**config.mk**
```make
export PLATFORM = sky130hd
export DESIGN_NAME = logicnet_neuron_sched
export DESIGN_NICKNAME = d
export VERILOG_FILES = /design/src/rtl/logicnet_pkg.sv /design/src/rtl/logicnet_lut_ram.sv /design/src/rtl/logicnet_neuron_sched.sv
export SDC_FILE = /design/constraint.sdc
export NUM_CORES = 2
export LEC_CHECK = 0
export ABC_CLOCK_PERIOD_IN_PS = 9010
export CAP_MARGIN = 30
export CELL_PAD_IN_SITES_DETAIL_PLACEMENT = 0
export CELL_PAD_IN_SITES_GLOBAL_PLACEMENT = 1
export CORE_MARGIN = 8
export CORE_UTILIZATION = 30
export CTS_CLUSTER_DIAMETER = 100
export DETAILED_ROUTE_END_ITERATION = 12
export GPL_TIMING_DRIVEN = 0
export PLACE_DENSITY_LB_ADDON = 0.08
export RECOVER_POWER = 50
export SLEW_MARGIN = 15
export SYNTH_ARGS = -nofsm -noshare
export SYNTH_HDL_FRONTEND = slang
export SYNTH_SLANG_ARGS = --single-unit
export TNS_END_PERCENT = 100
```
**constraint.sdc**
```tcl
create_clock -name clk_i -period 9.01 [get_ports clk_i]
set_clock_uncertainty 0.05 [all_clocks]
set_input_delay 1.802 -clock clk_i [delete_from_list [all_inputs] [get_ports clk_i]]
set_output_delay 1.802 -clock clk_i [all_outputs]
set_load 0.05 [all_outputs]
```
**src/rtl/logicnet_pkg.sv**
```systemverilog
// ---------------------------------------------------------------------------
// logicnet_pkg
// Shared constants and types for the time-multiplexed LogicNet layer
// evaluator.
//   ACT_W        bits per activation (input features and neuron outputs)
//   FANIN        taps per neuron
//   LUT_AW       truth-table address width, one ACT_W field per tap
//   sched_state_e  scheduler FSM states
//   CFG_SEL_*    values of the config select input
// ---------------------------------------------------------------------------
package logicnet_pkg;

    localparam int ACT_W  = 2;
    localparam int FANIN  = 3;
    localparam int LUT_AW = FANIN * ACT_W;

    typedef enum logic [1:0] {
        IDLE = 2'd0,
        EVAL = 2'd1,
        DONE = 2'd2
    } sched_state_e;

    localparam logic CFG_SEL_LUT = 1'b0;
    localparam logic CFG_SEL_TAP = 1'b1;

endpackage : logicnet_pkg

```
**src/rtl/logicnet_lut_ram.sv**
```systemverilog
// ---------------------------------------------------------------------------
// logicnet_lut_ram
// Truth-table storage shared by all neurons of the layer. One write port for
// runtime loading, one synchronous read port used by the scheduler. Contents
// are deliberately not reset so the array maps onto distributed RAM.
// Ports:
//   clk_i     clock
//   we_i      write enable
//   waddr_i   write address {neuron, entry}
//   wdata_i   truth-table output value
//   raddr_i   read address {neuron, entry}
//   rdata_o   registered read data, valid one cycle after raddr_i
// ---------------------------------------------------------------------------
module logicnet_lut_ram #(
    parameter int DEPTH = 512,
    parameter int DW    = 2,
    localparam int AW   = $clog2(DEPTH)
) (
    input  logic          clk_i,
    input  logic          we_i,
    input  logic [AW-1:0] waddr_i,
    input  logic [DW-1:0] wdata_i,
    input  logic [AW-1:0] raddr_i,
    output logic [DW-1:0] rdata_o
);

    logic [DW-1:0] mem [DEPTH];
    logic [DW-1:0] rdata_q;

    // Write and registered read share one clocked process; a read of the
    // address being written returns the old contents, which never matters
    // here because writes only happen while the scheduler is idle.
    always_ff @(posedge clk_i) begin
        if (we_i) begin
            mem[waddr_i] <= wdata_i;
        end
        rdata_q <= mem[raddr_i];
    end

    assign rdata_o = rdata_q;

endmodule : logicnet_lut_ram

```
**src/rtl/logicnet_neuron_sched.sv**
```systemverilog
// ---------------------------------------------------------------------------
// logicnet_neuron_sched
// Evaluates one LogicNet layer by walking its neurons one per cycle through a
// shared truth-table RAM. A sample is latched in IDLE, each neuron's tapped
// activations form a LUT address, and the registered RAM output is dropped
// into that neuron's output slot one cycle later. The finished vector is held
// in DONE until the downstream handshake.
// Ports:
//   clk_i, rst_i      clock, synchronous active-high reset
//   cfg_valid_i       config write request (accepted only in IDLE)
//   cfg_ready_o       high in IDLE
//   cfg_sel_i         0 = LUT entry write, 1 = tap index write
//   cfg_addr_i        LUT: {neuron, entry}; tap: neuron*FANIN + tap
//   cfg_data_i        LUT: output value in low ACT_W bits; tap: feature index
//   cfg_err_o         one-cycle pulse when a tap write was out of range
//   in_valid_i        sample valid
//   in_ready_o        sample accepted (IDLE and no config request)
//   in_data_i         feature f at [f*ACT_W +: ACT_W]
//   out_valid_o       layer result valid (DONE)
//   out_ready_i       downstream accepts result
//   out_data_o        neuron n at [n*ACT_W +: ACT_W]
// ---------------------------------------------------------------------------
module logicnet_neuron_sched
    import logicnet_pkg::*;
#(
    parameter int NEURONS = 8,
    parameter int IN_FEAT = 16,
    localparam int CFG_AW = $clog2(NEURONS << LUT_AW),
    localparam int CFG_DW = (ACT_W > $clog2(IN_FEAT)) ? ACT_W : $clog2(IN_FEAT)
) (
    input  logic                       clk_i,
    input  logic                       rst_i,
    input  logic                       cfg_valid_i,
    output logic                       cfg_ready_o,
    input  logic                       cfg_sel_i,
    input  logic [CFG_AW-1:0]          cfg_addr_i,
    input  logic [CFG_DW-1:0]          cfg_data_i,
    output logic                       cfg_err_o,
    input  logic                       in_valid_i,
    output logic                       in_ready_o,
    input  logic [IN_FEAT*ACT_W-1:0]   in_data_i,
    output logic                       out_valid_o,
    input  logic                       out_ready_i,
    output logic [NEURONS*ACT_W-1:0]   out_data_o
);

    localparam int NW     = $clog2(NEURONS);
    localparam int FEAT_W = $clog2(IN_FEAT);
    localparam int TAPS   = NEURONS * FANIN;
    localparam int TAP_IW = $clog2(TAPS);

    sched_state_e      state_q, state_d;

    logic [NW:0]       nCnt_q;
    logic [NW-1:0]     nIdx;
    logic              wrPend_q;
    logic [NW-1:0]     wrIdx_q;
    logic              cfgErr_q;

    logic [ACT_W-1:0]  sample_q  [IN_FEAT];
    logic [ACT_W-1:0]  outSlot_q [NEURONS];
    logic [FEAT_W-1:0] tapIdx_q  [TAPS];

    logic              cfgFire;
    logic              inFire;
    logic              issue;
    logic              lastCapture;
    logic              tapOutOfRange;
    logic              tapWrite;
    logic              tapBad;
    logic              lutWrite;
    logic [31:0]       cfgAddrExt;
    logic [31:0]       cfgDataExt;

    logic [LUT_AW-1:0] lutAddr;
    logic [CFG_AW-1:0] ramRdAddr;
    logic [ACT_W-1:0]  ramRdData;

    // Handshake qualifiers. A config request in IDLE blocks the sample
    // handshake so config always wins a same-cycle collision.
    assign cfgFire     = (state_q == IDLE) && cfg_valid_i;
    assign inFire      = (state_q == IDLE) && !cfg_valid_i && in_valid_i;
    assign issue       = (state_q == EVAL) && (nCnt_q < (NW+1)'(NEURONS));
    assign lastCapture = wrPend_q && (wrIdx_q == NW'(NEURONS - 1));
    assign nIdx        = nCnt_q[NW-1:0];

    // Range checks are done at 32 bits so they stay meaningful for any
    // parameter set, including ones where the field can hold illegal values.
    assign cfgAddrExt    = 32'(cfg_addr_i);
    assign cfgDataExt    = 32'(cfg_data_i);
    assign tapOutOfRange = (cfgAddrExt >= 32'(TAPS)) || (cfgDataExt >= 32'(IN_FEAT));
    assign tapWrite      = cfgFire && (cfg_sel_i == CFG_SEL_TAP) && !tapOutOfRange;
    assign tapBad        = cfgFire && (cfg_sel_i == CFG_SEL_TAP) && tapOutOfRange;
    assign lutWrite      = cfgFire && (cfg_sel_i == CFG_SEL_LUT);

    // FSM state register.
    always_ff @(posedge clk_i) begin
        if (rst_i) begin
            state_q <= IDLE;
        end else begin
            state_q <= state_d;
        end
    end

    // Next-state and handshake outputs. EVAL ends once the last neuron's
    // RAM result has been captured, not when it is issued.
    always_comb begin
        state_d     = state_q;
        cfg_ready_o = 1'b0;
        in_ready_o  = 1'b0;
        out_valid_o = 1'b0;
        unique case (state_q)
            IDLE: begin
                cfg_ready_o = 1'b1;
                in_ready_o  = !cfg_valid_i;
                if (inFire) begin
                    state_d = EVAL;
                end
            end
            EVAL: begin
                if (lastCapture) begin
                    state_d = DONE;
                end
            end
            DONE: begin
                out_valid_o = 1'b1;
                if (out_ready_i) begin
                    state_d = IDLE;
                end
            end
            default: begin
                state_d = IDLE;
            end
        endcase
    end

    // Tap index register file. Reset to feature 0 so an unconfigured neuron
    // still produces a defined address.
    always_ff @(posedge clk_i) begin
        if (rst_i) begin
            for (int i = 0; i < TAPS; i++) begin
                tapIdx_q[i] <= '0;
            end
        end else if (tapWrite) begin
            tapIdx_q[TAP_IW'(cfg_addr_i)] <= cfg_data_i[FEAT_W-1:0];
        end
    end

    // Tap mux: tap t of the neuron being issued selects a feature from the
    // latched sample and lands in address field t, tap 0 in the LSBs.
    always_comb begin
        lutAddr = '0;
        for (int t = 0; t < FANIN; t++) begin
            lutAddr[t*ACT_W +: ACT_W] =
                sample_q[tapIdx_q[TAP_IW'(32'(nIdx) * 32'(FANIN) + 32'(t))]];
        end
    end

    assign ramRdAddr = CFG_AW'({nIdx, lutAddr});

    logicnet_lut_ram #(
        .DEPTH (NEURONS << LUT_AW),
        .DW    (ACT_W)
    ) u_lut_ram (
        .clk_i   (clk_i),
        .we_i    (lutWrite),
        .waddr_i (cfg_addr_i),
        .wdata_i (cfg_data_i[ACT_W-1:0]),
        .raddr_i (ramRdAddr),
        .rdata_o (ramRdData)
    );

    // Datapath: sample capture, neuron counter, one-cycle write-back pipe
    // that tracks which slot the RAM output belongs to, and the error pulse.
    // Reset clears the output slots so an interrupted sample leaves nothing
    // behind.
    always_ff @(posedge clk_i) begin
        if (rst_i) begin
            nCnt_q   <= '0;
            wrPend_q <= 1'b0;
            wrIdx_q  <= '0;
            cfgErr_q <= 1'b0;
            for (int f = 0; f < IN_FEAT; f++) begin
                sample_q[f] <= '0;
            end
            for (int n = 0; n < NEURONS; n++) begin
                outSlot_q[n] <= '0;
            end
        end else begin
            cfgErr_q <= tapBad;
            if (inFire) begin
                for (int f = 0; f < IN_FEAT; f++) begin
                    sample_q[f] <= in_data_i[f*ACT_W +: ACT_W];
                end
                nCnt_q <= '0;
            end else if (issue) begin
                nCnt_q <= nCnt_q + 1'b1;
            end
            wrPend_q <= issue;
            wrIdx_q  <= nIdx;
            if (wrPend_q) begin
                outSlot_q[wrIdx_q] <= ramRdData;
            end
        end
    end

    // Flatten the output slots onto the result bus.
    always_comb begin
        out_data_o = '0;
        for (int n = 0; n < NEURONS; n++) begin
            out_data_o[n*ACT_W +: ACT_W] = outSlot_q[n];
        end
    end

    assign cfg_err_o = cfgErr_q;

endmodule : logicnet_neuron_sched
```
==> flow_metrics.py <==
metrics = {
    "die": {
        "start_util_pct": 30.21,
        "dieArea_um2": 196100,
        "fp.dieW_um": 442.8,
        "die_height_um": 442.8,
        "coreArea_um2": 180900,
        "row_count": 156,
        "pin_count": 71,
    },
    "yosys": {
        "synth_top_area_share_pct": 65.93,
        "synth_area_leaders": "edfxtp_1 (66%), mux2i_1 (6.7%), nand2_1 (4.1%), nor2_1 (4.1%), mux4_2 (3.9%)",
        "synth.most_common_cell": "edfxtp_1",
        "yosysSeqAreaShare_pct": 66.41,
        "synth_cell_types": 91,
        "synth_commonest_cells": "edfxtp_1 (1200), nand2_1 (597), nor2_1 (590)",
        "syn_avg_cell_area_um2": 13.18,
        "synth_edf_count": 1200,
        "yosysWarnings": 0,
        "synth_area_um2": 54650,
        "synth-seq-cells": 1213,
        "synthFlopType": "edfxtp_1",
        "synthArstFlopShare_pct": 0,
        "synthCells": 4148,
        "synth_area_leader_cell": "edfxtp_1",
    },
    "power_and_ir_drop": {
        "peakVddDrop_mv": 0.1936,
        "p_per_area_nw_per_um2": 283.9,
        "leakagePower_nw": 21.40,
    },
    "run_status": {
        "failed_checks": "capacitance limit, slew limit",
        "status": "complete, but fails checks",
    },
    "clock_tree": {
        "clk_pin_slew_ns": 0.05,
        "cts_tree": "done",
        "root_buffer": "clkbuf_16",
        "clock_sinks": 1213,
        "clk_latency_ns": 0.81,
        "htree_levels": 4,
        "cts_made_buffers": 149,
        "cts_max_path_buffers": 3,
    },
    "critical_path": {
        "crit_required_ns": 9.63,
        "rrSetupSlack_ns": 0.11,
        "reg2reg_to": "u_lut_ram.rdata_o[1]$_DFF_P_",
        "r2r.worst_path.cells": 21,
        "cp_max_fo": 10,
        "crit_arrival_ns": 9.51,
        "setup.worst_path.class": "flop to flop",
        "endpoint_kind": "flop",
        "worst_setup_path_start_kind": "flop",
        "r2r-start": "nCnt_q[2]$_SDFFE_PP0P_",
    },
    "drt": {
        "drc_errors": 0,
        "detail-route-antenna-nets": 0,
        "num_vias": 39510,
        "wirelength_mm": 263.9,
        "routed_via_density": 5.673,
        "dr.pass1.iters": 6,
        "detail_route.wl_per_cell_um": 37.89,
        "drtIter0Drc": 5082,
    },
    "cells_and_area": {
        "nFillCells": 17840,
        "areaGrowthSynthToFinish_pct": 17.44,
        "drive_gt1_share_pct": 14.21,
        "fin_nets": 4527,
        "multi_input_area_um2": 17110,
        "seq_area_um2": 36300,
    },
    "job": {
        "max_cap_violations": 10,
    },
    "sta": {
        "hold_viol": 0,
        "tns_ns": 0,
        "rsz0062_at_grt": "false",
        "min_period_over_period_pct": 98.77,
        "fmax_mhz": 112.4,
        "relSlewSlack_pct": -257.4,
        "setup-violations-final": 0,
        "tightest_slew_ns": 5.362,
        "drv_slew": 886,
        "fin_crit_ns": 8.900,
        "worst_slack_ns": 0.1104,
    },
    "global_route": {
        "grt_pass1_wl_mm": 349.5,
        "antenna_found_initial": 29,
        "track_usage_pct": 25.93,
        "grt_max_degree": 121,
        "overflow": 0,
        "grt_pass1_vias": 38620,
    },
    "hold_path": {
        "hold_end": "nCnt_q[3]$_SDFFE_PP0P_",
        "hold_path.startpoint": "nCnt_q[3]$_SDFFE_PP0P_",
        "hold_depth": 2,
        "hold_class": "flop to flop",
    },
    "placed_design": {
        "place_ws_ns": -1.112,
        "portBuffers": 67,
        "gp_congestion": 0.9071,
        "dpl.hpwl_mm": 181.0,
    },
}
==> cell usage in the layout, fill, tap and decap left out, drive strengths merged, types with 22 or more instances in the layout <==
master	netlist	layout
a211oi	31	31
a21oi	123	123
a31oi	25	25
a32oi	93	93
and2	123	123
and3	30	30
buf	152	220
clkbuf	157	361
clkdlybuf4s50	0	43
clkinv	1	58
conb	1	32
dlygate4sd3	0	22
edfxtp	1200	1200
inv	20	27
mux2	32	32
mux2i	366	366
mux4	95	95
nand2	598	598
nand3	96	96
nor2	591	591
nor2b	26	26
o21ai	35	35
o22ai	89	89
or2	26	26
==> layer usage <==
layer  GRT usage [%]  vias up  wire, um
li1                -    16180         -
met1           35.04    20850    111000
met2           41.73     2019    121000
met3           4.508      445     20040
met4           9.845        4     11760
met5               0        -        27
==> how the worst max path moves through the flow <==
stage	from	cells past startpoint	endpoint	slack, ns
after global routing	nCnt_q[2]$_SDFFE_PP0P_	24	u_lut_ram.rdata_o[1]$_DFF_P_	0.05
after global placement	cfg_data_i[0]	1	tapIdx_q[26][0]$_DFFE_PP_	-11.69
after CTS	nCnt_q[2]$_SDFFE_PP0P_	22	u_lut_ram.rdata_o[0]$_DFF_P_	0.15
after floorplan	nCnt_q[1]$_SDFFE_PP0P_	22	u_lut_ram.rdata_o[1]$_DFF_P_	3.60
final	nCnt_q[2]$_SDFFE_PP0P_	21	u_lut_ram.rdata_o[1]$_DFF_P_	0.11
after detailed placement	nCnt_q[1]$_SDFFE_PP0P_	20	u_lut_ram.rdata_o[1]$_DFF_P_	-1.11
==> critical path, cell delays in order (launching register included) <==
cell and delay, ns:
dfxtp_1 0.35, buf_4 0.25, inv_1 0.30, fa_1 0.80, clkinv_1 0.46, ha_1 0.42, nand2_1 0.13, xnor2_1 0.37
clkbuf_1 0.55, a31oi_1 0.11, a22oi_2 0.60, a31oi_1 0.19, a32oi_4 0.59, nand2_2 0.44, nand3_1 0.48, buf_2 0.52
buf_4 0.44, o22ai_1 0.15, nor2_1 0.48, a21oi_1 0.19, nor4_1 0.46, nand3b_1 0.40
==> power breakdown <==
| part | switching (mW) | internal, mW |
|---|---|---|
| Clock | 2.51 | 3.25 |
| Sequential | 0.0483 | 6.27 |
| Combinational | 4.62 | 1.52 |
| Total | 7.19 | 11.0 |
==> what timing repair did <==
| action | in CTS | in global routing |
|---|---|---|
| setup buffers | 5 | 3 |
| endpoints found under the setup margin | 2 | 2 |
| hold buffers | 0 | 0 |
| resized for setup | 20 | 9 |
| pin swaps | 1 | 1 |
==> per-stage QoR <==
| step | total power [mW] | utilization [%] | area [um^2] | hold WS (ns) | instances |
|---|---|---|---|---|---|
| 2_1_floorplan | 8.900 | - | 54770 | 0.3878 | 4179 |
| 3_3_place_gp | 12.32 | 32.28 | 58410 | 0.4934 | 6616 |
| 3_5_place_dp | 12.34 | 32.95 | 59620 | 0.5020 | 6680 |
| 4_1_cts | 18.12 | 35.55 | 64330 | 0.5146 | 6954 |
| 5_1_grt | 18.47 | 35.47 | 64170 | 0.5525 | 6959 |
| 6_report | 18.22 | 35.47 | 64190 | 0.5223 | 6964 |
==> registers in the layout, indices dropped and copies added, names as in the netlist <==
name / flops
sample_q: 32
wrIdx_q: 3
tapIdx_q: 128
state_q: 2
u_lut_ram.rdata_o: 2
u_lut_ram.mem: 1024
wrPend_q: 1
cfg_err_o: 1
nCnt_q: 4
outSlot_q: 16
==> kinds of logic after synthesis <==
kind of cell / count (synthesis) / share of synthesized area [%]
AO/OA/AOI/OAI: 524 / 6.735
flip-flops: 1213 / 66.41
adder cells (fa/ha/maj): 6 / 0.1511
multiplexers: 493 / 11.32
buffers and inverters: 330 / 2.772
AND/OR/NAND/NOR: 1572 / 12.41
other: 1 / 0.006861
XOR/XNOR: 9 / 0.1992
==> area by class of cell <==
type / instances / share of cell area, %
antenna: 5 / 0.01949
buffer: 308 / 2.386
clock buffer: 197 / 6.156
clock inverter: 73 / 0.9610
inverter: 21 / 0.1287
multi-input combinational: 2636 / 26.65
sequential: 1213 / 56.55
tap: 2370 / 4.620
timing repair buffer: 141 / 2.528
(Power assumes the default switching activity.)
